[config.mk]
export PLATFORM = sky130hd
export DESIGN_NAME = main_ctrl_fsm
export DESIGN_NICKNAME = d
export VERILOG_FILES = /design/src/rtl/main_ctrl_fsm_pkg.sv /design/src/rtl/main_ctrl_fsm_op_decode.sv /design/src/rtl/main_ctrl_fsm.sv
export SDC_FILE = /design/constraint.sdc
export NUM_CORES = 1
export LEC_CHECK = 0
export CAP_MARGIN = 20
export CORE_MARGIN = 2
export CORE_UTILIZATION = 35
export DETAILED_ROUTE_END_ITERATION = 8
export GPL_TIMING_DRIVEN = 0
export PLACE_DENSITY_LB_ADDON = 0.25
export REMOVE_ABC_BUFFERS = 1
export SYNTH_ARGS = -nofsm -noshare
export SYNTH_HDL_FRONTEND = slang
export SYNTH_SLANG_ARGS = --single-unit
[constraint.sdc]
create_clock -name clk -period 1.7 [get_ports clk]
set_clock_uncertainty 0.05 [all_clocks]
set_input_delay 0.51 -clock clk [delete_from_list [all_inputs] [get_ports clk]]
set_output_delay 0.51 -clock clk [all_outputs]
set_load 0.01 [all_outputs]
[src/rtl/main_ctrl_fsm_pkg.sv]
// Shared encodings for the multicycle RV32I control path: FSM states,
// opcodes and the datapath mux/ALU select codes.
package riscv_ctrl_pkg;

    localparam logic [6:0] OP_LOAD   = 7'b0000011;
    localparam logic [6:0] OP_STORE  = 7'b0100011;
    localparam logic [6:0] OP_RTYPE  = 7'b0110011;
    localparam logic [6:0] OP_ITYPE  = 7'b0010011;
    localparam logic [6:0] OP_BRANCH = 7'b1100011;
    localparam logic [6:0] OP_JAL    = 7'b1101111;
    localparam logic [6:0] OP_JALR   = 7'b1100111;

    localparam logic [1:0] IMM_I = 2'b00;
    localparam logic [1:0] IMM_S = 2'b01;
    localparam logic [1:0] IMM_B = 2'b10;
    localparam logic [1:0] IMM_J = 2'b11;

    localparam logic [1:0] RES_ALUOUT = 2'b00;
    localparam logic [1:0] RES_RDATA  = 2'b01;
    localparam logic [1:0] RES_ALURES = 2'b10;

    localparam logic [1:0] SRCA_PC    = 2'b00;
    localparam logic [1:0] SRCA_OLDPC = 2'b01;
    localparam logic [1:0] SRCA_RS1   = 2'b10;

    localparam logic [1:0] SRCB_RS2  = 2'b00;
    localparam logic [1:0] SRCB_IMM  = 2'b01;
    localparam logic [1:0] SRCB_FOUR = 2'b10;

    localparam logic [1:0] ALUOP_ADD   = 2'b00;
    localparam logic [1:0] ALUOP_SUB   = 2'b01;
    localparam logic [1:0] ALUOP_FUNCT = 2'b10;

    typedef enum logic [3:0] {
        S_IDLE      = 4'd0,
        S_FETCH     = 4'd1,
        S_DECODE    = 4'd2,
        S_MEMADR    = 4'd3,
        S_MEMREAD   = 4'd4,
        S_MEMWB     = 4'd5,
        S_MEMWRITE  = 4'd6,
        S_EXECR     = 4'd7,
        S_EXECI     = 4'd8,
        S_ALUWB     = 4'd9,
        S_BRANCH    = 4'd10,
        S_JAL       = 4'd11,
        S_JALR_CALC = 4'd12,
        S_JALR_JMP  = 4'd13,
        S_TRAP      = 4'd14
    } t_state;

    typedef struct packed {
        logic load;
        logic store;
        logic rtype;
        logic itype;
        logic branch;
        logic jal;
        logic jalr;
        logic illegal;
    } t_op_cls;

    typedef struct packed {
        logic       pc_write;
        logic       branch;
        logic       instr_write;
        logic       adr_src;
        logic       mem_read_req;
        logic       mem_write_req;
        logic       reg_write;
        logic [1:0] result_src;
        logic [1:0] alu_src_a;
        logic [1:0] alu_src_b;
        logic [1:0] alu_op;
        logic       illegal;
    } t_ctrl;

endpackage

[src/rtl/main_ctrl_fsm_op_decode.sv]
// Opcode classifier: immediate-type select plus a one-hot instruction class
// used by the control FSM's DECODE transition.
module op_decode
    import riscv_ctrl_pkg::*;
#(
    parameter int OP_WIDTH = 7
) (
    input  logic [OP_WIDTH-1:0] i_op,
    output logic [1:0]          o_imm_src,
    output t_op_cls             o_cls
);

    logic [6:0] op;

    assign op = 7'(i_op);

    always_comb begin
        o_cls = '0;
        case (op)
            OP_LOAD:   o_cls.load    = 1'b1;
            OP_STORE:  o_cls.store   = 1'b1;
            OP_RTYPE:  o_cls.rtype   = 1'b1;
            OP_ITYPE:  o_cls.itype   = 1'b1;
            OP_BRANCH: o_cls.branch  = 1'b1;
            OP_JAL:    o_cls.jal     = 1'b1;
            OP_JALR:   o_cls.jalr    = 1'b1;
            default:   o_cls.illegal = 1'b1;
        endcase
    end

    // Unknown opcodes fall back to the I-type extender; harmless since they trap.
    always_comb begin
        o_imm_src = IMM_I;
        case (op)
            OP_STORE:  o_imm_src = IMM_S;
            OP_BRANCH: o_imm_src = IMM_B;
            OP_JAL:    o_imm_src = IMM_J;
            default:   o_imm_src = IMM_I;
        endcase
    end

endmodule

[src/rtl/main_ctrl_fsm.sv]
// Multicycle RV32I main control FSM: sequences fetch/decode/execute/mem/wb
// over a shared ALU and unified memory with a done-handshake.
module main_ctrl_fsm
    import riscv_ctrl_pkg::*;
#(
    parameter int OP_WIDTH = 7
) (
    input  logic                clk,
    input  logic                arstn,
    input  logic [OP_WIDTH-1:0] i_op,
    input  logic                i_mem_done,
    output logic [1:0]          o_imm_src,
    output logic                o_pc_write,
    output logic                o_branch,
    output logic                o_instr_write,
    output logic                o_adr_src,
    output logic                o_mem_read_req,
    output logic                o_mem_write_req,
    output logic                o_reg_write,
    output logic [1:0]          o_result_src,
    output logic [1:0]          o_alu_src_a,
    output logic [1:0]          o_alu_src_b,
    output logic [1:0]          o_alu_op,
    output logic                o_illegal
);

    t_state  state, state_nxt;
    t_op_cls cls;
    t_ctrl   ctrl;

    op_decode #(.OP_WIDTH(OP_WIDTH)) u_op_decode (
        .i_op      (i_op),
        .o_imm_src (o_imm_src),
        .o_cls     (cls)
    );

    always_ff @(posedge clk or negedge arstn) begin
        if (!arstn) state <= S_IDLE;
        else        state <= state_nxt;
    end

    always_comb begin
        state_nxt = state;
        case (state)
            S_IDLE:      state_nxt = S_FETCH;
            S_FETCH:     if (i_mem_done) state_nxt = S_DECODE;
            S_DECODE: begin
                if (cls.load || cls.store) state_nxt = S_MEMADR;
                else if (cls.rtype)        state_nxt = S_EXECR;
                else if (cls.itype)        state_nxt = S_EXECI;
                else if (cls.branch)       state_nxt = S_BRANCH;
                else if (cls.jal)          state_nxt = S_JAL;
                else if (cls.jalr)         state_nxt = S_JALR_CALC;
                else                       state_nxt = S_TRAP;
            end
            S_MEMADR:    state_nxt = cls.load ? S_MEMREAD : S_MEMWRITE;
            S_MEMREAD:   if (i_mem_done) state_nxt = S_MEMWB;
            S_MEMWB:     state_nxt = S_FETCH;
            S_MEMWRITE:  if (i_mem_done) state_nxt = S_FETCH;
            S_EXECR:     state_nxt = S_ALUWB;
            S_EXECI:     state_nxt = S_ALUWB;
            S_ALUWB:     state_nxt = S_FETCH;
            S_BRANCH:    state_nxt = S_FETCH;
            S_JAL:       state_nxt = S_ALUWB;
            S_JALR_CALC: state_nxt = S_JALR_JMP;
            S_JALR_JMP:  state_nxt = S_ALUWB;
            S_TRAP:      state_nxt = S_TRAP;
            default:     state_nxt = S_IDLE;
        endcase
    end

    always_comb begin
        ctrl = '0;
        case (state)
            S_FETCH: begin
                // PC+4 lands in PC on the same cycle the instruction is latched.
                ctrl.mem_read_req = 1'b1;
                ctrl.adr_src      = 1'b0;
                ctrl.alu_src_a    = SRCA_PC;
                ctrl.alu_src_b    = SRCB_FOUR;
                ctrl.alu_op       = ALUOP_ADD;
                ctrl.result_src   = RES_ALURES;
                ctrl.pc_write     = i_mem_done;
                ctrl.instr_write  = i_mem_done;
            end
            S_DECODE: begin
                ctrl.alu_src_a = SRCA_OLDPC;
                ctrl.alu_src_b = SRCB_IMM;
                ctrl.alu_op    = ALUOP_ADD;
            end
            S_MEMADR, S_JALR_CALC: begin
                ctrl.alu_src_a = SRCA_RS1;
                ctrl.alu_src_b = SRCB_IMM;
                ctrl.alu_op    = ALUOP_ADD;
            end
            S_MEMREAD: begin
                ctrl.mem_read_req = 1'b1;
                ctrl.adr_src      = 1'b1;
            end
            S_MEMWB: begin
                ctrl.result_src = RES_RDATA;
                ctrl.reg_write  = 1'b1;
            end
            S_MEMWRITE: begin
                ctrl.mem_write_req = 1'b1;
                ctrl.adr_src       = 1'b1;
                ctrl.result_src    = RES_ALUOUT;
            end
            S_EXECR: begin
                ctrl.alu_src_a = SRCA_RS1;
                ctrl.alu_src_b = SRCB_RS2;
                ctrl.alu_op    = ALUOP_FUNCT;
            end
            S_EXECI: begin
                ctrl.alu_src_a = SRCA_RS1;
                ctrl.alu_src_b = SRCB_IMM;
                ctrl.alu_op    = ALUOP_FUNCT;
            end
            S_ALUWB: begin
                ctrl.result_src = RES_ALUOUT;
                ctrl.reg_write  = 1'b1;
            end
            S_BRANCH: begin
                ctrl.alu_src_a  = SRCA_RS1;
                ctrl.alu_src_b  = SRCB_RS2;
                ctrl.alu_op     = ALUOP_SUB;
                ctrl.result_src = RES_ALUOUT;
                ctrl.branch     = 1'b1;
            end
            S_JAL, S_JALR_JMP: begin
                // ALUOut already holds the target; ALU forms OldPC+4 for the link.
                ctrl.alu_src_a  = SRCA_OLDPC;
                ctrl.alu_src_b  = SRCB_FOUR;
                ctrl.alu_op     = ALUOP_ADD;
                ctrl.result_src = RES_ALUOUT;
                ctrl.pc_write   = 1'b1;
            end
            S_TRAP:  ctrl.illegal = 1'b1;
            default: ctrl = '0;
        endcase
    end

    assign o_pc_write      = ctrl.pc_write;
    assign o_branch        = ctrl.branch;
    assign o_instr_write   = ctrl.instr_write;
    assign o_adr_src       = ctrl.adr_src;
    assign o_mem_read_req  = ctrl.mem_read_req;
    assign o_mem_write_req = ctrl.mem_write_req;
    assign o_reg_write     = ctrl.reg_write;
    assign o_result_src    = ctrl.result_src;
    assign o_alu_src_a     = ctrl.alu_src_a;
    assign o_alu_src_b     = ctrl.alu_src_b;
    assign o_alu_op        = ctrl.alu_op;
    assign o_illegal       = ctrl.illegal;

endmodule

* Yosys cells after proc, flatten, opt, wreduce, memory -nomap -nowiden
Cells that the tools add are included.
** Operators by class
- Eq/ne operators :: 24
- Multiplexer cells :: 29
- Reduce and logical (&&, ||, !) cells :: 10
** Operator list (number)
- case mux 6 bit (7 select lines) :: 1
- case mux 4 bit (9 select lines) :: 1
- == test 4 bit, second input constant :: 7
- == test 7 bit, second input constant :: 3
- 2-to-1 mux 4 bit :: 5
- == test 4 x 3 -> 1 bit, second input constant :: 4
- == test 7 x 6 -> 1 bit, second input constant :: 2
- 2-to-1 mux 1 bit :: 14
- OR reduction 2 bit :: 5
- 2-to-1 mux 3 bit :: 3
- == test 4 x 2 -> 1 bit, second input constant :: 2
- OR reduction 4 bit :: 2
- == test 7 x 2 -> 1 bit, second input constant :: 1
- == test 7 x 5 -> 1 bit, second input constant :: 1
- inequality test 2 bit, second input constant :: 3
- case mux 2 bit (3 select lines) :: 1
- == test 4 x 1 -> 1 bit, second input constant :: 1
- zero test 4 bit :: 1
- 2-to-1 mux 2 bit :: 2
- case mux 2 bit (2 select lines) :: 1
- AND reduction 3 bit :: 1
- case mux 1 bit (2 select lines) :: 1
- logical OR 1 bit :: 1
** Storage, ports and cells
- Flip-flop bits (word level) :: 4
- Output and inout port bits :: 18
- Word-level logic and storage cells :: 64
- Input port bits :: 10

* Depth between registers and ports, before layout
- Depth after elaboration :: 9
- Depth in mapped cells :: 5
- Mapped depth without buffers :: 4

* By module
A second synthesis with hierarchy kept.
** Second synthesis, totals
- Cell total of the unflattened synthesis :: 92
- Area, all modules :: 680.7 sq um
** Modules (own cells, without submodules)
- main_ctrl_fsm :: times used 1, cells an instance 72, area an instance 524.3 sq um, seq. area each 100.1 sq um
- op_decode :: times used 1, cells an instance 20, area an instance 156.4 sq um, seq. area each 0.0 sq um

* Worst setup path after synthesis
No wires, ideal clock.
- Path type :: input -> output
- Start :: in i_op[3]
- End :: out o_imm_src[0]
- Slack :: -0.128 ns
- Data arrival time :: 1.268 ns
- Stages :: 3
- Buffers on the path :: 0
- Data required time :: 1.140 ns
- Path through :: nand3b_4 or3_4 o21ai_0
** Between the ends
- Longest elaborated chain between the ends :: 2
- Elaborated cells on any way between the ends :: 4
- Classes of those cells :: eq/ne (3); mux (1)
** RTL lines
- start, declared :: line main_ctrl_fsm.sv:10 : input logic [OP_WIDTH-1:0] i_op,
- == test 7 bit, or another cell as far along
- case mux 2 bit (3 select lines) * :: line main_ctrl_fsm_op_decode.sv:34 : case (op)
- end, declared :: line main_ctrl_fsm.sv:12 : output logic [1:0] o_imm_src,
Mark *: on every way between the ends. The rest lies on a longest branch, timed or not.

* Worst setup path after layout
- Start :: in i_op[4]
- End :: out o_imm_src[0]
The elaborated chain is that of the path after synthesis.

==> qor.yml <==
cp_cell_sequence: "buf_6 > and2b_1 > nand4_1 > or2_4 > o21ai_2 > buf_2"
largestRegisters: "state: 4 flops"
synth_cell_type_count: 33
cts_buffers: 3
ant_nets: 0
synth_top_area_share_pct: 17.9
port_buffers: 27
grt_max_degree: 9
first_pass_iters: 4
violations: "setup timing"
rrSetupSlack_ns: 0.08
dr.first_iter.drc_count: 27
yosysSeqAreaShare_pct: 17.9
clk_pin_slew_ns: 0.04
fin_crit_sh_pct: 118
gp_congestion: 0.757
vias_per_cell: 6.04
start_kind: "input pin"
max_cap_viol_count: 0
timing.rr.end: "state[1]$_DFFE_PN0P_"
drc_errors: 0
drive_gt1_share_pct: 71.8
dp_hpwl_mm: 1.18
wirelength_mm: 3.04
syn-cell-area_um2: 561
start_util_pct: 37.2
maxSlewViolCount: 0
grt_setup_unrepaired: "yes"
hold_violations: 0
r2r_start: "state[2]$_DFFE_PN0P_"
largest-register: "state"
grt_overflow: 0
yosys_warnings: 0
dp_slack_ns: -1.18
yosys.area.top_type: "dfrtp_1"
slowest_stage: "or2_4"
vias: 954
core_um2: 1510
final.setup.worst_slack_ns: -0.305
period_minus_slack_ns: 2.01
cp.buffers_inverters: 2
fp-row-count: 14
pwr_density_cell_nw_per_um2: 1830
clockRootBuffer: "clkbuf_4"
htree_num_levels: 1
synth_cells: 80
die_h_um: 44.0
io_pins: 28
worst_setup_path_end_kind: "output pin"
required_ns: 1.14
synth_area_per_cell_um2: 7.01
critical_path.top_delay_family: "simple AND/OR/NAND/NOR gates"
largest_reg_flops: 4
cts.sinks: 4
avgRoutedWirePerCell_um: 19.2
cts_buffer_depth: 2
die_x_um: 44.0
fmax_mhz: 499
synth-seq-cells: 4
ff2ff_path_depth: 6
final_nets: 154
crit_arrival_ns: 1.45
die_area_um2: 1940
status: "finished with violations"
grt_pass1_vias: 927
setup_viol: 19
grt_pass1_wl_mm: 4.31
crit_end: "o_imm_src[0]"
path_max_fanout: 2
antenna_found_initial: 0
synth_area_leaders: "dfrtp_1 (18%), a21oi_1 (8.0%), nor2_1 (6.0%)"
cts_tree: "yes"
peakVddDrop_uv: 1320
antennaDiodeCount: 0
worstSetupStartpoint: "i_op[4]"
crit_type: "in2out"
synthToLayoutAreaGrowth_pct: 129
slew-limit-headroom_pct: 76.1
cp_num_cells: 6
slowest_delay_ns: 0.28
hp-class: "in2async"
worst_pin_slew_ns: 0.355
clk_latency_ns: 0.23
leakage_nw: 0.598
grt_use_total_pct: 29.7
p_total_mw: 2.36
[worst register-to-register path: stages (launching register included)]
cell     delay, ns
dfrtp_2       0.48
buf_6         0.17
buf_4         0.14
and3_1        0.19
o21ai_0       0.17
o31ai_1       0.12
a31oi_1       0.20
[cells by family (layout without fill, tap and decap cells)]
group | Yosys count | after routing | share of synthesized area (%)
compound gates | 28 | 28 | 32.8
fa+ha+maj | 1 | 1 | 1.79
simple gates | 37 | 37 | 38.2
flops | 4 | 4 | 17.9
xor+xnor | 2 | 2 | 3.13
buf+inv | 8 | 70 | 6.25
[timing repair]
action                                  4_1_cts  5_1_grt
hold buffers                                  0        0
setup buffers                                36        2
pin swaps                                    15       14
endpoints found under the setup margin       21       21
resized for setup                           151       20
[area by class of cell]
class	count	area (um2)
flip-flops and latches	4	105
fillers	76	220
repair buffers	63	508
clock buffers	3	22.5
multi-input cells	68	598
inverters	4	32.5
well taps	16	20.0
[cell usage in the layout, fill, tap and decap left out, types with 3 or more instances in the layout]
master,n
a21oi_1,6
a21oi_2,3
buf_2,20
buf_4,19
buf_6,20
clkbuf_4,3
dfrtp_2,4
nor2_1,4
nor2_2,3
nor3_2,3
o31ai_1,3
[how the worst min path moves through the flow]
stage	start	end	slack, ns	depth (start not counted)
after floorplan	arstn	state[0]$_DFFE_PN0P_	0.16	0
after global placement	arstn	state[3]$_DFFE_PN0P_	0.66	1
after detailed placement	arstn	state[2]$_DFFE_PN0P_	0.67	1
after CTS	arstn	state[2]$_DFFE_PN0P_	0.42	1
after global routing	arstn	state[2]$_DFFE_PN0P_	0.42	1
final	arstn	state[2]$_DFFE_PN0P_	0.42	1
[power breakdown]
| group | internal, mW | total, mW | leakage [nW] | switching (mW) |
|---|---|---|---|---|
| registers | 0.149 | 0.264 | 0.0448 | 0.116 |
| clock network | 0.0791 | 0.119 | 0.0138 | 0.0398 |
| logic | 1.01 | 1.98 | 0.539 | 0.966 |
[per-layer routing]
| metal | track usage (%) | vias to the layer above | share of wire, % |
|---|---|---|---|
| met1 | 36.5 | 449 | 39 |
| met4 | 18.2 | 0 | 4.8 |
| met2 | 48.8 | 65 | 49 |
| met5 | 0 | - | 0 |
| met3 | 4.08 | 18 | 6.9 |
| li1 | - | 422 | - |
[Yosys cell counts, drive strengths merged]
master and count:
o21bai 2, nand2 5, o21a 1, a21oi 9, o31ai 4, nor2b 2
xnor2 2, a21o 1, nand3 1, and3 1, nor4b 1, maj3 1
inv 4, a211oi 2, nand3b 1, nor3 4, or3 2, a211o 1
nand4 1, o21ai 2, buf 4, o311ai 1, or2 3, dfrtp 4
nand2b 2, and2b 2, nor2 9, nor4 1, a31oi 2, and2 2
o22ai 1, a221oi 2
[through the flow]
step,hold WS [ns],area (um2),cells,setup TNS [ns],utilization (%)
6_report,0.424,1290,158,-3.35,85.4
5_1_grt,0.416,1290,158,-4.13,85.4
4_1_cts,0.415,1200,158,-2.19,79.8
3_5_place_dp,0.668,831,119,-11.75,55.1
3_3_place_gp,0.665,831,119,-11.51,55.1
2_1_floorplan,0.164,541,76,-0.374,-
(Power assumes the default switching activity.)
